### src/rtl/serial_pkg.sv
// Shared types for the RX packet buffer: write-FSM encoding,
// drop-counter width and slot-index width helper.
package serial_pkg;

    typedef enum logic [1:0] {
        WR_IDLE    = 2'd0,
        WR_FILL    = 2'd1,
        WR_DISCARD = 2'd2
    } wr_state_e;

    localparam int DROP_CNT_W = 16;

    function automatic int idx_w(input int logsize);
        return (logsize > 0) ? logsize : 1;
    endfunction

endpackage

### src/rtl/pingpong_bank.sv
// Two packet banks with full flags, write/read bank pointers and
// the read slot pointer; a release frees its bank in the same cycle.
module pingpong_bank
    import serial_pkg::*;
#(
    parameter int WIDTH   = 16,
    parameter int LOGSIZE = 1
) (
    input  logic                         clock,
    input  logic                         reset_n,
    input  logic                         wr_en_i,
    input  logic [idx_w(LOGSIZE)-1:0]    wr_slot_i,
    input  logic [WIDTH-1:0]             wr_data_i,
    input  logic                         commit_i,
    input  logic                         rd_take_i,
    output logic                         wr_full_o,
    output logic                         rd_valid_o,
    output logic [WIDTH-1:0]             rd_data_o,
    output logic [idx_w(LOGSIZE)-1:0]    rd_ptr_o
);

    localparam int IW    = idx_w(LOGSIZE);
    localparam int DEPTH = 1 << LOGSIZE;
    localparam logic [IW-1:0] LAST = IW'(DEPTH - 1);

    logic [WIDTH-1:0] mem_q [2][DEPTH];
    logic [1:0]       full_q, full_d;
    logic             wbank_q, wbank_d;
    logic             rbank_q, rbank_d;
    logic [IW-1:0]    rptr_q, rptr_d;
    logic             release_w;

    assign release_w = rd_take_i && (rptr_q == LAST);

    always_ff @(posedge clock) begin
        if (wr_en_i) begin
            mem_q[wbank_q][wr_slot_i] <= wr_data_i;
        end
    end

    // Release before commit: with one-slot packets both may hit one bank.
    always_comb begin
        full_d  = full_q;
        wbank_d = wbank_q;
        rbank_d = rbank_q;
        rptr_d  = rptr_q;
        if (rd_take_i) begin
            rptr_d = release_w ? '0 : rptr_q + IW'(1);
        end
        if (release_w) begin
            full_d[rbank_q] = 1'b0;
            rbank_d         = ~rbank_q;
        end
        if (commit_i) begin
            full_d[wbank_q] = 1'b1;
            wbank_d         = ~wbank_q;
        end
    end

    always_ff @(posedge clock or negedge reset_n) begin
        if (!reset_n) begin
            full_q  <= '0;
            wbank_q <= 1'b0;
            rbank_q <= 1'b0;
            rptr_q  <= '0;
        end else begin
            full_q  <= full_d;
            wbank_q <= wbank_d;
            rbank_q <= rbank_d;
            rptr_q  <= rptr_d;
        end
    end

    assign wr_full_o  = full_q[wbank_q] && !(release_w && (rbank_q == wbank_q));
    assign rd_valid_o = full_q[rbank_q];
    assign rd_data_o  = mem_q[rbank_q][rptr_q];
    assign rd_ptr_o   = rptr_q;

endmodule

### src/rtl/rx_packet_buffer.sv
// Ping-pong packet buffer between a frame receiver and a ready/valid consumer.
// Optional RX_PKTBUF_DROP_CNT_EN adds a saturating dropped_count output.
module rx_packet_buffer
    import serial_pkg::*;
#(
    parameter int WIDTH   = 16,
    parameter int LOGSIZE = 1
) (
    input  logic                         clock,
    input  logic                         reset_n,
    input  logic [WIDTH-1:0]             in_data,
    input  logic                         in_sample_valid,
    input  logic [idx_w(LOGSIZE)-1:0]    in_index,
    input  logic                         in_frame_end,
    output logic [WIDTH-1:0]             out_data,
    output logic [idx_w(LOGSIZE)-1:0]    out_index,
    output logic                         out_valid,
    output logic                         out_last,
    input  logic                         out_ready,
    output logic                         overflow,
    output logic                         seq_error
`ifdef RX_PKTBUF_DROP_CNT_EN
    ,
    output logic [DROP_CNT_W-1:0]        dropped_count
`endif
);

    localparam int IW = idx_w(LOGSIZE);
    localparam logic [IW-1:0] LAST = IW'((1 << LOGSIZE) - 1);

    wr_state_e        state_q, state_d;
    logic [IW-1:0]    exp_q, exp_d;
    logic             ovf_q, ovf_d;
    logic             seq_q, seq_d;
    logic             wr_en, commit, take;
    logic             wr_full, rd_valid;
    logic [WIDTH-1:0] rd_data;
    logic [IW-1:0]    rd_ptr;
    logic             idx_zero;

    assign idx_zero = (in_index == '0);
    assign take     = rd_valid && out_ready;

    always_ff @(posedge clock or negedge reset_n) begin
        if (!reset_n) begin
            state_q <= WR_IDLE;
            exp_q   <= '0;
            ovf_q   <= 1'b0;
            seq_q   <= 1'b0;
        end else begin
            state_q <= state_d;
            exp_q   <= exp_d;
            ovf_q   <= ovf_d;
            seq_q   <= seq_d;
        end
    end

    always_comb begin
        state_d = state_q;
        exp_d   = exp_q;
        if (in_sample_valid) begin
            unique case (state_q)
                WR_IDLE, WR_DISCARD: begin
                    if (idx_zero) begin
                        exp_d   = IW'(1);
                        state_d = in_frame_end ? WR_IDLE
                                : (wr_full ? WR_DISCARD : WR_FILL);
                    end else if (state_q == WR_DISCARD && in_frame_end) begin
                        state_d = WR_IDLE;
                    end
                end
                WR_FILL: begin
                    if (idx_zero) begin
                        exp_d = IW'(1);
                    end else if (in_index == exp_q) begin
                        if (in_frame_end) state_d = WR_IDLE;
                        else              exp_d   = exp_q + IW'(1);
                    end else begin
                        state_d = WR_IDLE;
                    end
                end
                default: state_d = WR_IDLE;
            endcase
        end
    end

    always_comb begin
        wr_en  = 1'b0;
        commit = 1'b0;
        ovf_d  = 1'b0;
        seq_d  = 1'b0;
        if (in_sample_valid) begin
            unique case (state_q)
                WR_IDLE, WR_DISCARD: begin
                    if (idx_zero && !wr_full) begin
                        wr_en  = 1'b1;
                        commit = in_frame_end;
                    end else if (idx_zero) begin
                        ovf_d = 1'b1;
                    end
                end
                WR_FILL: begin
                    if (idx_zero) begin
                        wr_en = 1'b1;
                        seq_d = 1'b1;
                    end else if (in_index == exp_q) begin
                        wr_en  = 1'b1;
                        commit = in_frame_end;
                    end else begin
                        seq_d = 1'b1;
                    end
                end
                default: ;
            endcase
        end
    end

    pingpong_bank #(
        .WIDTH   (WIDTH),
        .LOGSIZE (LOGSIZE)
    ) u_bank (
        .clock      (clock),
        .reset_n    (reset_n),
        .wr_en_i    (wr_en),
        .wr_slot_i  (in_index),
        .wr_data_i  (in_data),
        .commit_i   (commit),
        .rd_take_i  (take),
        .wr_full_o  (wr_full),
        .rd_valid_o (rd_valid),
        .rd_data_o  (rd_data),
        .rd_ptr_o   (rd_ptr)
    );

    // Bank contents are unreset, so data is masked until a packet is held.
    assign out_valid = rd_valid;
    assign out_data  = rd_valid ? rd_data : '0;
    assign out_index = rd_ptr;
    assign out_last  = rd_valid && (rd_ptr == LAST);
    assign overflow  = ovf_q;
    assign seq_error = seq_q;

`ifdef RX_PKTBUF_DROP_CNT_EN
    logic [DROP_CNT_W-1:0] drop_q;

    always_ff @(posedge clock or negedge reset_n) begin
        if (!reset_n) begin
            drop_q <= '0;
        end else if (ovf_d && drop_q != '1) begin
            drop_q <= drop_q + DROP_CNT_W'(1);
        end
    end

    assign dropped_count = drop_q;
`endif

endmodule

### config.mk
export PLATFORM = sky130hd
export DESIGN_NAME = rx_packet_buffer
export DESIGN_NICKNAME = d
export VERILOG_FILES = /design/src/rtl/serial_pkg.sv /design/src/rtl/pingpong_bank.sv /design/src/rtl/rx_packet_buffer.sv
export SDC_FILE = /design/constraint.sdc
export NUM_CORES = 1
export LEC_CHECK = 0
export ABC_AREA = 1
export BUFFER_PORTS_ARGS = -buffer_cell sky130_fd_sc_hd__buf_2
export CELL_PAD_IN_SITES_DETAIL_PLACEMENT = 2
export CELL_PAD_IN_SITES_GLOBAL_PLACEMENT = 2
export CORE_ASPECT_RATIO = 1.1
export CORE_MARGIN = 2
export CORE_UTILIZATION = 34
export CTS_BUF_LIST = sky130_fd_sc_hd__clkbuf_4
export CTS_CLUSTER_SIZE = 40
export DETAILED_ROUTE_END_ITERATION = 12
export PLACE_DENSITY_LB_ADDON = 0.2
export SETUP_SLACK_MARGIN = 0.4
export SYNTH_ARGS = -nofsm -noshare
export SYNTH_HDL_FRONTEND = slang
export SYNTH_SLANG_ARGS = --single-unit
export TNS_END_PERCENT = 10
### constraint.sdc
create_clock -name clock -period 2.9 [get_ports clock]
set_input_delay 0.29 -clock clock [delete_from_list [all_inputs] [get_ports clock]]
set_output_delay 0.29 -clock clock [all_outputs]
set_load 0.01 [all_outputs]
# After elaboration in Yosys (flattened, before gate mapping)
# Memory sizes are Yosys's and may differ from the RTL's.
# Cells that the tools add are included.
# totals
elab_cells,103
register_bits,10
mem_count,1
input_bits,22
ram_bits,64
out_inout_bits,21
# mem_list
memory,words,word_bits,rd,rd_clocked_by_memory_dff,wr,line_no,source
u_bank.mem_q,2,32,1,0,1,pingpong_bank.sv:26,logic [WIDTH-1:0] mem_q [2][DEPTH];
# op_classes
n_reduce_logical,17
n_eq_ne,10
order_cmp,7
addsub,2
bitwise_logic,8
n_mux,50
# ops
op,n
$mux 16,5
$mux 32,1
$mux 1,28
$mux 2,9
$demux 16 s1,1
$ne 3x3->1 const B,4
$logic_and 1x1->1,10
$pmux 1 s2,3
$reduce_and 5->1,1
$ge 2x2->1 const B,2
$lt 1x2->1 const B,2
$ne 2x2->1 const B,2
$not 1->2,2
$pmux 2 s2,1
$reduce_and 4->1,1
$not 1->1,3
$add 1x1->1 const B,2
$and 2x2->2,1
$demux 1 s1,2
$eq 1x1->1,2
$eq 2x1->1 const B,1
$eq 2x2->1 const B,1
$ge 1x1->1 const B,2
$logic_not 1->1,2
other kinds (6),6

# Logic depth before layout (Yosys ltp)
# logic_depth
word_depth,14
mapped_depth,11
ltp_nobuf,10

# Cells and area by module
# From an unflattened synthesis, not the netlist that was laid out.
# unflattened
hier_cells,343
hier_area_um2,3345.7
# by_module_without_submodules
module,area_each_um2,cells_per_inst,instances
pingpong_bank,2834.0,254,1
rx_packet_buffer,511.7,89,1

# Least setup slack after synthesis
# OpenSTA, ideal clock, no wires.
# synth_path
kind,register -> register
start,register u_bank.rbank_q
end,"memory u_bank.mem_q[0][0] (netlist name), enable pin"
required_time_ns,2.512
path_stages_with_launch,11
arrival_time_ns,1.798
path_slack_ns,0.713
setup_time_ns,0.388
path_cell_list,dfrtp_1 buf_6 clkinv_4 nand2_2 nand2_4 nand4_4 nand2_4 nand3_2 o21ai_2 nand2_2 nor2_1
# synth_between
elab_chain_len,14
# synth_rtl
element,line_no,source
start: declaration,pingpong_bank.sv:29,"logic rbank_q, rbank_d;"
start signal: assignment,pingpong_bank.sv:69,rbank_q <= rbank_d;
$mux 1 (not written as such) (2 in a row),pingpong_bank.sv:75,assign rd_valid_o = full_q[rbank_q];
via out_valid,rx_packet_buffer.sv:17,"output logic out_valid,"
$logic_and 1x1->1,rx_packet_buffer.sv:42,assign take = rd_valid && out_ready;
$logic_and 1x1->1,pingpong_bank.sv:33,assign release_w = rd_take_i && (rptr_q == LAST);
$logic_and 1x1->1,pingpong_bank.sv:74,assign wr_full_o = full_q[wbank_q] && !(release_w && (rbank_q == wbank_q));
$logic_not 1->1,pingpong_bank.sv:74,
$logic_and 1x1->1,pingpong_bank.sv:74,
$logic_not 1->1,rx_packet_buffer.sv:95,if (idx_zero && !wr_full) begin
$logic_and 1x1->1,rx_packet_buffer.sv:95,
$mux 1,rx_packet_buffer.sv:95,
$pmux 1 s2,rx_packet_buffer.sv:93,unique case (state_q)
$mux 1,rx_packet_buffer.sv:92,if (in_sample_valid) begin
$mux 1,pingpong_bank.sv:36,if (wr_en_i) begin
$mux 32 (not written as such),pingpong_bank.sv:37,mem_q[wbank_q][wr_slot_i] <= wr_data_i;
end: declaration,pingpong_bank.sv:26,
# The timed path passes the listed nets, and every way through them passes these cells. The select of a mux whose other input is x is not followed.

# Worst setup path after layout
# layout_path
start,register u_bank.rbank_q
end,output out_data[9]
# layout_between
elab_chain_len,5
# layout_rtl
element,line_no,source
$mem_v2 2x32,n/a,
$mux 16 (not written as such) (3 in a row),pingpong_bank.sv:76,assign rd_data_o = mem_q[rbank_q][rptr_q];
$mux 16 *,rx_packet_buffer.sv:137,assign out_data = rd_valid ? rd_data : '0;
end: declaration,rx_packet_buffer.sv:15,"output logic [WIDTH-1:0] out_data,"
# Mark *: on every way between the ends. The rest lies on a longest branch, timed or not. The select of a mux whose other input is x is not followed.

==> results.json <==
{
  "routabilityCongestion": 0.719,
  "ys.warnings.count": 0,
  "core_mm2": 0.00892,
  "worstPathMaxFanout": 35,
  "min_period_ns": 2.21,
  "fp.dieW_um": 95.4,
  "met1Wirelength_mm": 3.47,
  "cts.clk_slew.worst_paths_ns": 0.13,
  "holdPathStages": 1,
  "first_pass_iters": 4,
  "htreeDepth": 3,
  "fmax_ghz": 0.452,
  "root_buffer": "clkbuf_4",
  "finalCritPeriodShare": 0.764,
  "viasPerCell": 4.95,
  "syn_nets": 298,
  "grt_max_degree": 36,
  "port-buffer-count": 42,
  "grt_pass1_wl_mm": 13.0,
  "wire_per_inst_um": 18.2,
  "clock_latency_ns": 0.42,
  "globalRouteOverflowTotal": 0,
  "layout-drive-gt1-share": 0.256,
  "synth_seq_cells": 74,
  "wl_mm": 8.04,
  "postLayoutCoreUtil": 0.407,
  "max_stage_delay_ns": 0.44,
  "worstPathRequired_ns": 2.61,
  "ant_nets": 0,
  "finalSetupTns_ns": 0,
  "grt_use_total": 0.178,
  "crit_path_end_kind": "output port",
  "hold_slack_ns": 0.0750,
  "drc": 0,
  "cts_tree": "yes",
  "dp_cells": 425,
  "setup_viol": 0,
  "vias": 2190,
  "worstPathArrival_ns": 1.92,
  "dp_hpwl_mm": 5.38,
  "die-height_um": 105,
  "grt_pass1_vias": 2445,
  "yosysUniqueCellTypes": 26,
  "status": "complete, no violations",
  "hp-class": "in2reg",
  "dieArea_mm2": 0.00998,
  "crit_chain": "clkinv_4, nand2_2, nand2_4, inv_2, a21oi_1, buf_2",
  "cp_top_family": "buffers and inverters",
  "dp_slack_ns": 0.792,
  "worst_slack_ns": 0.685,
  "start_util": 0.350,
  "nets": 348,
  "syn_area_mm2": 0.00313,
  "clockBufferDepth": 2,
  "rr_worst_depth": 10,
  "post_cts_buffers": 0,
  "route.met2.wl_mm": 4.19,
  "grt_antenna_before_repair": 0,
  "final_cells": 442,
  "p_leak_nw": 1.39,
  "cts_made_buffers": 9,
  "fin_worst_skew_ns": 0.0143,
  "maxCapViolCount": 0,
  "cts.sinks": 74,
  "final_common_cell": "nor2_1",
  "power_density_mw_per_mm2": 944,
  "cp.depth": 6,
  "top_layer": "met4",
  "syn_avg_cell_area_um2": 11.4,
  "ios": 43,
  "worstSetupPathType": "reg2out",
  "met3_length_um": 255,
  "final_cell_mix": "nor2_1 (75), edfxtp_1 (64), buf_2 (42)",
  "yosysSeqAreaShare": 0.695,
  "worstSetupStartpointType": "register",
  "antenna_cells": 0,
  "path_buf_inv": 3,
  "rsz0062_at_grt": "no",
  "worst_pin_slew_ns": 0.408,
  "drv_slew": 0,
  "vdd_drop_max_mv": 0.439,
  "postSynthCellCount": 273,
  "placementRows": 36,
  "slowest_stage": "dfrtp_1",
  "max_slew_margin": 0.728,
  "area_growth_pct": 16.1,
  "hold_viol_final": 0,
  "drtIter0Drc": 86
}
power by group:
part,internal [mW],switching [mW],total (mW),leakage (nW)
sequential,1.32,0.111,1.43,0.703
combinational,0.430,0.905,1.33,0.615
clock,0.274,0.392,0.665,0.0690
total,2.02,1.41,3.43,1.39
metal layers:
layer,GRT usage,vias to the layer above
met5,0,-
met1,0.220,1089
li1,-,1044
met2,0.304,44
met3,0.0397,13
met4,0.0602,0
area by class of cell:
type	instances	area (um^2)
sequential	74	2170
clock inverter	6	66.3
clock buffer	10	75.1
fill	964	5290
multi-input combinational	177	851
tap	114	143
inverter	11	46.3
timing repair buffer	50	273
per-stage QoR:
| step | power [mW] | cell area [um^2] |
|---|---|---|
| 2_1_floorplan | 2.31 | 3130 |
| 3_3_place_gp | 2.75 | 3470 |
| 3_5_place_dp | 2.81 | 3470 |
| 4_1_cts | 3.49 | 3630 |
| 5_1_grt | 3.71 | 3630 |
| 6_report | 3.43 | 3630 |
what timing repair did:
item / 4_1_cts / 5_1_grt
hold buffers: 1 / 0
hold endpoints to repair: 10 / 0
gates resized for setup: 0 / 1
setup endpoints to repair: 0 / 7
cells in the mapped netlist:
cell type	number	area [um^2]
nor2_1	75	282
edfxtp_1	64	1920
o21ai_0	29	145
nand2_1	22	82.6
a21oi_1	21	105
dfrtp_1	10	250
buf_2	6	30.0
o21ai_1	6	30.0
inv_1	5	18.8
inv_2	5	18.8
clkbuf_1	4	15.0
nand2_2	4	25.0
nand3_1	4	20.0
ha_1	3	37.5
nand2_4	2	22.5
nand3_2	2	20.0
nand4_1	2	12.5
buf_6	1	11.3
clkinv_4	1	8.76
nand3b_1	1	7.51
nand4_4	1	21.3
nor2_2	1	6.26
nor2_4	1	11.3
nor3_1	1	5.00
o21ai_2	1	8.76
xor2_1	1	8.76
registers in the layout (all words and copies together) (netlist names):
signal           flops
u_bank.mem_q        64
overflow             1
u_bank.wbank_q       1
exp_q                1
u_bank.full_q        2
u_bank.rd_ptr_o      1
u_bank.rbank_q       1
seq_error            1
state_q              2
cell families after synthesis:
| family | after synthesis | synth area share |
|---|---|---|
| simple gates | 116 | 0.165 |
| flops | 74 | 0.695 |
| compound gates | 57 | 0.0925 |
| buf+inv | 22 | 0.0328 |
| fa+ha+maj | 3 | 0.0120 |
| xor+xnor | 1 | 0.00280 |
path summary, 6_finish.rpt:
kind	startpoint	end	slack, ns
max in group asynchronous	reset_n	u_bank.rd_ptr_o	2.43
min in group asynchronous	reset_n	seq_error	0.25
setup reg to reg	u_bank.rbank_q	u_bank.mem_q[1][31]	0.82
setup / recovery	u_bank.rbank_q	out_data[9]	0.69
hold reg to reg	exp_q	exp_q	0.59
hold / removal	in_data[3]	u_bank.mem_q[1][19]	0.08
(Power assumes the default switching activity.)
